## config.mk

```make
export PLATFORM = sky130hd
export DESIGN_NAME = control_sequencer
export DESIGN_NICKNAME = d
export VERILOG_FILES = /design/src/rtl/control_sequencer.sv
export SDC_FILE = /design/constraint.sdc
export NUM_CORES = 1
export LEC_CHECK = 0
export BUFFER_PORTS_ARGS = -buffer_cell sky130_fd_sc_hd__buf_2
export CAP_MARGIN = 20
export CELL_PAD_IN_SITES_DETAIL_PLACEMENT = 1
export CELL_PAD_IN_SITES_GLOBAL_PLACEMENT = 2
export CORE_ASPECT_RATIO = 0.7
export CORE_UTILIZATION = 27
export CTS_CLUSTER_DIAMETER = 100
export DETAILED_ROUTE_END_ITERATION = 12
export MAX_ROUTING_LAYER = met4
export PLACE_DENSITY_LB_ADDON = 0.1
export SYNTH_ARGS = -nofsm -noshare
export SYNTH_HDL_FRONTEND = slang
export SYNTH_SLANG_ARGS = --single-unit
export TNS_END_PERCENT = 100
```

## constraint.sdc

```tcl
create_clock -name Clock -period 1.7 [get_ports Clock]
set_input_delay 0.085 -clock Clock [delete_from_list [all_inputs] [get_ports Clock]]
set_output_delay 0.085 -clock Clock [all_outputs]
set_load 0.005 [all_outputs]
```

## src/rtl/control_sequencer.sv

```systemverilog
// rtl/control_sequencer.sv - hardwired fetch/decode/execute sequencer driving the ALU datapath controls
// Control word is registered: it reflects the state held during the previous cycle.
module control_sequencer (
    input  logic        Clock,
    input  logic        Reset,
    input  logic [15:0] IROut,
    input  logic [3:0]  ALU_Flags,
    output logic        Halted,
    output logic [2:0]  RF_OutASel,
    output logic [2:0]  RF_OutBSel,
    output logic [2:0]  RF_FunSel,
    output logic [3:0]  RF_RegSel,
    output logic [3:0]  RF_ScrSel,
    output logic [4:0]  ALU_FunSel,
    output logic        ALU_WF,
    output logic [1:0]  ARF_OutCSel,
    output logic [1:0]  ARF_OutDSel,
    output logic [2:0]  ARF_FunSel,
    output logic [2:0]  ARF_RegSel,
    output logic        IR_LH,
    output logic        IR_Write,
    output logic        Mem_CS,
    output logic        Mem_WR,
    output logic [1:0]  MuxASel,
    output logic [1:0]  MuxBSel,
    output logic        MuxCSel
);
    localparam logic [2:0] FUN_INC   = 3'b001;
    localparam logic [2:0] FUN_LOAD  = 3'b010;
    localparam logic [4:0] ALU_PASSB = 5'h01;
    localparam logic [4:0] ALU_ADD   = 5'h04;
    localparam logic [4:0] ALU_SUB   = 5'h06;
    localparam logic [4:0] ALU_AND   = 5'h07;
    localparam logic [4:0] ALU_OR    = 5'h08;
    localparam logic [1:0] PC_SEL    = 2'b00;
    localparam logic [1:0] AR_SEL    = 2'b10;

    localparam logic [2:0] S_FETCH_L = 3'd0;
    localparam logic [2:0] S_FETCH_H = 3'd1;
    localparam logic [2:0] S_DECODE  = 3'd2;
    localparam logic [2:0] S_EXEC1   = 3'd3;
    localparam logic [2:0] S_EXEC2   = 3'd4;
    localparam logic [2:0] S_HALT    = 3'd5;

    localparam logic [5:0] OP_LDI = 6'h01;
    localparam logic [5:0] OP_LD  = 6'h02;
    localparam logic [5:0] OP_ST  = 6'h03;
    localparam logic [5:0] OP_BEQ = 6'h08;
    localparam logic [5:0] OP_BRA = 6'h09;
    localparam logic [5:0] OP_HLT = 6'h3F;

    typedef struct packed {
        logic       halted;
        logic [2:0] rf_outa_sel;
        logic [2:0] rf_outb_sel;
        logic [2:0] rf_fun_sel;
        logic [3:0] rf_reg_sel;
        logic [3:0] rf_scr_sel;
        logic [4:0] alu_fun_sel;
        logic       alu_wf;
        logic [1:0] arf_outc_sel;
        logic [1:0] arf_outd_sel;
        logic [2:0] arf_fun_sel;
        logic [2:0] arf_reg_sel;
        logic       ir_lh;
        logic       ir_write;
        logic       mem_cs;
        logic       mem_wr;
        logic [1:0] mux_a_sel;
        logic [1:0] mux_b_sel;
        logic       mux_c_sel;
    } ctrl_t;

    logic [2:0] state_q, state_d;
    logic [5:0] op_q, op_d;
    ctrl_t      ctrl_q, ctrl_d;

    wire [1:0] rx  = IROut[9:8];
    wire [2:0] dst = IROut[8:6];
    wire [2:0] s1  = IROut[5:3];
    wire [2:0] s2  = IROut[2:0];
    wire       is_alu_op = (op_q >= 6'h04) && (op_q <= 6'h07);

    always_ff @(posedge Clock or negedge Reset) begin
        if (!Reset) begin
            state_q       <= S_FETCH_L;
            op_q          <= 6'h00;
            ctrl_q        <= '0;
            ctrl_q.mem_cs <= 1'b1;
        end else begin
            state_q <= state_d;
            op_q    <= op_d;
            ctrl_q  <= ctrl_d;
        end
    end

    always_comb begin
        state_d = S_FETCH_L;
        op_d    = op_q;
        case (state_q)
            S_FETCH_L: state_d = S_FETCH_H;
            S_FETCH_H: state_d = S_DECODE;
            S_DECODE: begin
                op_d    = IROut[15:10];
                state_d = (IROut[15:10] == OP_HLT) ? S_HALT : S_EXEC1;
            end
            S_EXEC1:   state_d = is_alu_op ? S_EXEC2 : S_FETCH_L;
            S_EXEC2:   state_d = S_FETCH_L;
            S_HALT:    state_d = S_HALT;
            default:   state_d = S_FETCH_L;
        endcase
    end

    always_comb begin
        ctrl_d        = '0;
        ctrl_d.mem_cs = 1'b1;
        case (state_q)
            S_FETCH_L, S_FETCH_H: begin
                ctrl_d.arf_outc_sel = PC_SEL;
                ctrl_d.mem_cs       = 1'b0;
                ctrl_d.ir_write     = 1'b1;
                ctrl_d.ir_lh        = (state_q == S_FETCH_H);
                ctrl_d.arf_reg_sel  = 3'b001 << PC_SEL;
                ctrl_d.arf_fun_sel  = FUN_INC;
            end
            S_EXEC1: begin
                if (op_q == OP_LDI) begin
                    ctrl_d.mux_a_sel  = 2'b10;
                    ctrl_d.rf_fun_sel = FUN_LOAD;
                    ctrl_d.rf_reg_sel = 4'b0001 << rx;
                end else if (op_q == OP_LD) begin
                    ctrl_d.arf_outc_sel = AR_SEL;
                    ctrl_d.mem_cs       = 1'b0;
                    ctrl_d.mux_a_sel    = 2'b11;
                    ctrl_d.rf_fun_sel   = FUN_LOAD;
                    ctrl_d.rf_reg_sel   = 4'b0001 << rx;
                end else if (op_q == OP_ST) begin
                    ctrl_d.rf_outb_sel  = {1'b0, rx};
                    ctrl_d.mux_c_sel    = 1'b0;
                    ctrl_d.alu_fun_sel  = ALU_PASSB;
                    ctrl_d.arf_outc_sel = AR_SEL;
                    ctrl_d.mem_cs       = 1'b0;
                    ctrl_d.mem_wr       = 1'b1;
                end else if (is_alu_op) begin
                    // first operand is passed through the ALU and staged via MuxC
                    ctrl_d.rf_outb_sel = s1;
                    ctrl_d.alu_fun_sel = ALU_PASSB;
                end else if ((op_q == OP_BRA) || ((op_q == OP_BEQ) && ALU_Flags[3])) begin
                    ctrl_d.mux_b_sel   = 2'b10;
                    ctrl_d.arf_fun_sel = FUN_LOAD;
                    ctrl_d.arf_reg_sel = 3'b001 << PC_SEL;
                end
            end
            S_EXEC2: begin
                ctrl_d.rf_outb_sel = s2;
                ctrl_d.mux_c_sel   = 1'b0;
                ctrl_d.alu_wf      = 1'b1;
                ctrl_d.mux_a_sel   = 2'b00;
                ctrl_d.rf_fun_sel  = FUN_LOAD;
                case (op_q[1:0])
                    2'd0:    ctrl_d.alu_fun_sel = ALU_ADD;
                    2'd1:    ctrl_d.alu_fun_sel = ALU_SUB;
                    2'd2:    ctrl_d.alu_fun_sel = ALU_AND;
                    default: ctrl_d.alu_fun_sel = ALU_OR;
                endcase
                // DST codes 4-7 address the scratch registers
                if (dst[2]) ctrl_d.rf_scr_sel = 4'b0001 << dst[1:0];
                else        ctrl_d.rf_reg_sel = 4'b0001 << dst[1:0];
            end
            S_HALT:  ctrl_d.halted = 1'b1;
            default: ;
        endcase
    end

    assign Halted      = ctrl_q.halted;
    assign RF_OutASel  = ctrl_q.rf_outa_sel;
    assign RF_OutBSel  = ctrl_q.rf_outb_sel;
    assign RF_FunSel   = ctrl_q.rf_fun_sel;
    assign RF_RegSel   = ctrl_q.rf_reg_sel;
    assign RF_ScrSel   = ctrl_q.rf_scr_sel;
    assign ALU_FunSel  = ctrl_q.alu_fun_sel;
    assign ALU_WF      = ctrl_q.alu_wf;
    assign ARF_OutCSel = ctrl_q.arf_outc_sel;
    assign ARF_OutDSel = ctrl_q.arf_outd_sel;
    assign ARF_FunSel  = ctrl_q.arf_fun_sel;
    assign ARF_RegSel  = ctrl_q.arf_reg_sel;
    assign IR_LH       = ctrl_q.ir_lh;
    assign IR_Write    = ctrl_q.ir_write;
    assign Mem_CS      = ctrl_q.mem_cs;
    assign Mem_WR      = ctrl_q.mem_wr;
    assign MuxASel     = ctrl_q.mux_a_sel;
    assign MuxBSel     = ctrl_q.mux_b_sel;
    assign MuxCSel     = ctrl_q.mux_c_sel;
endmodule
```

### Word level (Yosys, flattened, before mapping)

Index checks and enable logic that the tools add are counted.

* eq/ne operators: 13
* multiplexer cells: 48
* $lt $le $gt $ge: 2
* shifts and indexed selects: 2
* reduce and logical (&&, ||, !) cells: 6

Operators by type and width (number)
* $mux 6: 6
* $mux 2: 14
* $mux 3: 8
* $pmux 10 s2: 1
* $pmux 3 s5: 1
* $eq 6x2->1 const B: 2
* $eq 6x4->1 const B: 2
* $mux 4: 3
* $pmux 4 s3: 1
* $pmux 6 s2: 1
* $mux 1: 10
* $pmux 5 s2: 1
* $shl 1x2->4 const A: 2
* $eq 3x2->1 const B: 2
* $eq 3x3->1 const B: 2
* $eq 6x1->1 const B: 1
* $eq 6x6->1 const B: 1
* $ge 6x3->1 const B: 1
* $le 6x3->1 const B: 1
* $mux 5: 1
* $eq 3x1->1 const B: 1
* $logic_not 3->1: 1
* $eq 2x1->1 const B: 1
* $eq 2x2->1 const B: 1
* 5 further kinds: 6

* flip-flop bits (word level): 47
* input port bits: 22
* output and inout port bits: 43

### Logic depth before layout (Yosys ltp)

* depth after elaboration: 9
* depth in mapped cells: 5

### Worst setup path after synthesis

OpenSTA, ideal clock, no wires.

* path kind: register to register
* from: reg state_q[2]
* to: reg ctrl_q, in the netlist RF_OutBSel[0]
* data required time: 1.634 ns
* stages on the path, launching flop included: 6
* clock period less this slack: 1.663 ns
* setup slack: 0.037 ns
* arrival: 1.597 ns
* cell sequence: dfrtp_1 > buf_6 > or4b_4 > buf_6 > nor4_4 > a221o_1

RTL lines
* start, declared: RTL line 74 `logic [2:0] state_q, state_d;`
* start signal, assigned: RTL line 91 `state_q <= state_d;`
* end signal, assigned: RTL line 93 `ctrl_q <= ctrl_d;`
* end, declared: RTL line 76 `ctrl_t ctrl_q, ctrl_d;`

==> impl_metrics.tcl <==
set metrics [dict create \
    skew_ps 2.291 \
    diodes 0 \
    clock_path_buffers 2 \
    grt_usage 0.1386 \
    crit_family "simple AND/OR/NAND/NOR gates" \
    n_fill_cell 680 \
    p_per_area_nw_per_um2 1369 \
    numCtsBuffers 5 \
    cpMaxStageDelayCell "or4b_4" \
    drt_wl_total_microns 3981 \
    netlist_area_sq_um 1680 \
    critPathKind "reg -> reg" \
    nNetsFinal 228 \
    cp-endpoint "RF_OutBSel[0]" \
    ir_worst_vdd_mv 0.4781 \
    rr_worst_depth 3 \
    postSynthAreaPerCell_sq_um 12.09 \
    swShare 0.3152 \
    synth_top_family_by_area "simple AND/OR/NAND/NOR gates" \
    setup_violations 0 \
    internal_power_w 0.002004 \
    grt_pass1_vias 1243 \
    synth_async_sr_flop_share 1.000 \
    grt_max_degree 39 \
    fmax_mhz 599.0 \
    leakagePower_nw 1.132 \
    path_cells "or4b_4 > nor4_4 > a221o_1" \
    fin_crit_sh 0.9821 \
    hold_viol_final 0 \
    routedWlPerCell_microns 14.37 \
    rsz0062_at_grt "true" \
    final_cell_mix "buf_2 (47), dfrtp_1 (37), conb_1 (14), buf_4 (14), clkbuf_8 (8)" \
    die_y_microns 68.01 \
    first_pass_iters 3 \
    clk_pin_slew_ps 70 \
    synth-seq-cells 38 \
    die_w_microns 96.29 \
    synth_adder_area_share 0.03723 \
    drt-initial-drc-count 40 \
    cp-end-kind "flip-flop" \
    vias 1208 \
    cap_violations 0 \
    combinationalPowerShare 0.337 \
    timing.hold.ws_ps 20.64 \
    synth_ff_type "dfrtp_1" \
    start_util 0.2862 \
    synth-compound-area-share 0.08637 \
    cts-root-buf "clkbuf_8" \
    place_hpwl_microns 2979 \
    startpoint_type "flip-flop" \
    port_buffers 47 \
    crit_start "op_q[4]" \
    antenna_found_initial 0 \
    final_antenna_net_count 0 \
    clk_latency_ps 290 \
    synth-simple-area-share 0.1832 \
    fin_tns_setup_ps 0 \
    drc_errors 0 \
    synth_xor_area_frac 0 \
    hp-class "in -> reg" \
    r2r_slack_ps 30 \
    syn_inst 139 \
    slowest_delay_ps 610 \
    drv_slew 0 \
    viasPerCell 4.361 \
    cp_data_required_time_ps 1920 \
    worstHoldStart "IROut[2]" \
    status "completed" \
    pin_count 65 \
    fin_crit_ps 1669 \
    yosysSeqAreaShare 0.5666 \
    fp-row-count 23 \
    seqPwrFrac 0.416 \
    power_frac_clock 0.246 \
    core_area_sq_um 5871 \
    overflow 0 \
    synth_cell_type_count 39 \
    cts_sinks 38 \
    rr_startpoint "op_q[4]" \
    area_delta_synth_final_pct 27.18 \
    reg2reg_to "RF_OutBSel[0]" \
    cts_tree "built" \
    final_layout_size_suffix_gt1_frac 0.4208 \
    yosysWarningCount 0 \
    crit_fanout 7 \
    cp_num_cells 3 \
    gp_congestion 0.7319 \
    synth.area.mux_share 0.02681 \
    cp_data_arrival_time_ps 1890 \
    final_common_cell "buf_2" \
    cp_num_buf_inv 0 \
    power.switching_w 0.0009224 \
    synth-edff-count 0 \
    cts_max_level 2 \
    grt_pass1_wl_microns 6341 \
    die_area_sq_um 6548 \
]
-- worst min-delay path by stage --
stage                         end  slack (ps)  depth (start not counted)
floorplan           ALU_FunSel[0]        -210                          0
global placement          op_q[0]         160                          2
detailed placement        op_q[1]         180                          2
CTS                 RF_OutBSel[2]          10                          2
global route        RF_OutBSel[2]           8                          2
finish              RF_OutBSel[2]          20                          2
-- sequential cells by signal, summed over array words and instances, names as in the netlist, 2 cells and up --
name and cells:
ALU_FunSel 4, ARF_FunSel 2, MuxASel 2, RF_OutBSel 3, RF_RegSel 4, RF_ScrSel 4
op_q 6, state_q 3
-- cells by family after synthesis --
group	count (synthesis)
AND/OR/NAND/NOR	48
adder cells (fa/ha/maj)	5
AO/OA/AOI/OAI	19
other	1
multiplexers	4
flip-flops	38
buffers and inverters	24
-- synthesized netlist by cell type, types with 2 or more instances --
cell | count | area [sq um]
inv_1 | 4 | 15.01
ha_1 | 5 | 62.56
a32o_1 | 3 | 30.03
nand2b_1 | 2 | 12.51
nor2_1 | 7 | 26.28
buf_6 | 2 | 22.52
nand2_1 | 6 | 22.52
dfrtp_1 | 37 | 925.9
buf_4 | 14 | 105.1
or2_2 | 3 | 18.77
nand3b_1 | 2 | 15.01
mux2_2 | 4 | 45.04
nor3b_1 | 4 | 30.03
o21ai_0 | 5 | 25.02
a21oi_1 | 2 | 10.01
nor3_1 | 6 | 30.03
nor2b_1 | 2 | 12.51
clkbuf_1 | 3 | 11.26
and3_1 | 2 | 12.51
o21bai_1 | 2 | 15.01
and2_1 | 4 | 25.02
nand4_1 | 3 | 18.77
-- metal layers --
layer	GRT usage	vias up	wire length, microns
met5	-	-	0
li1	-	571	-
met3	0.03889	5	237
met4	0.04963	0	42
met2	0.2048	42	1702
met1	0.1826	590	1998
-- worst reg2reg max path, stage by stage (launching register included) --
cell	delay [ps]
dfrtp_1	410
or4b_4	610
nor4_4	390
a221o_1	210
-- stage by stage --
stage / cells / setup slack [ps] / util / area [sq um] / total power, W
4_1_cts: 272 / 31.46 / 0.3572 / 2097 / 0.002889
5_1_grt: 277 / -34.46 / 0.3640 / 2137 / 0.003136
2_1_floorplan: 152 / 36.57 / - / 1729 / 0.001810
3_3_place_gp: 263 / 72.69 / 0.3367 / 1977 / 0.002120
3_5_place_dp: 263 / 59.28 / 0.3367 / 1977 / 0.002151
6_report: 277 / 30.50 / 0.3640 / 2137 / 0.002927
-- power groups by stage --
stage | logic (W) | clock network [W] | registers [W]
3_3_place_gp | 0.000885 | 0 | 0.00124
2_1_floorplan | 0.000582 | 0 | 0.00123
4_1_cts | 0.000914 | 0.000748 | 0.00123
6_report | 0.000987 | 0.000721 | 0.00122
3_5_place_dp | 0.000907 | 0 | 0.00124
5_1_grt | 0.00110 | 0.000787 | 0.00125
-- what timing repair did --
action | 4_1_cts | 5_1_grt
gates resized for setup | 0 | 1
setup buffers | 0 | 5
endpoints found under the hold margin | 37 | 0
endpoints found under the setup margin | 0 | 3
hold buffers | 1 | 0
-- layout make-up --
cell class / instances / area [sq um] / area share
Clock buffer: 8 / 110.1 / 0.05152
Multi-Input combinational cell: 90 / 615.6 / 0.2881
Inverter: 4 / 15.01 / 0.007026
Timing Repair Buffer: 62 / 350.3 / 0.1639
Sequential cell: 38 / 952.2 / 0.4456
Tap cell: 75 / 93.84 / 0.04391
Power figures use the tool's default switching activity.
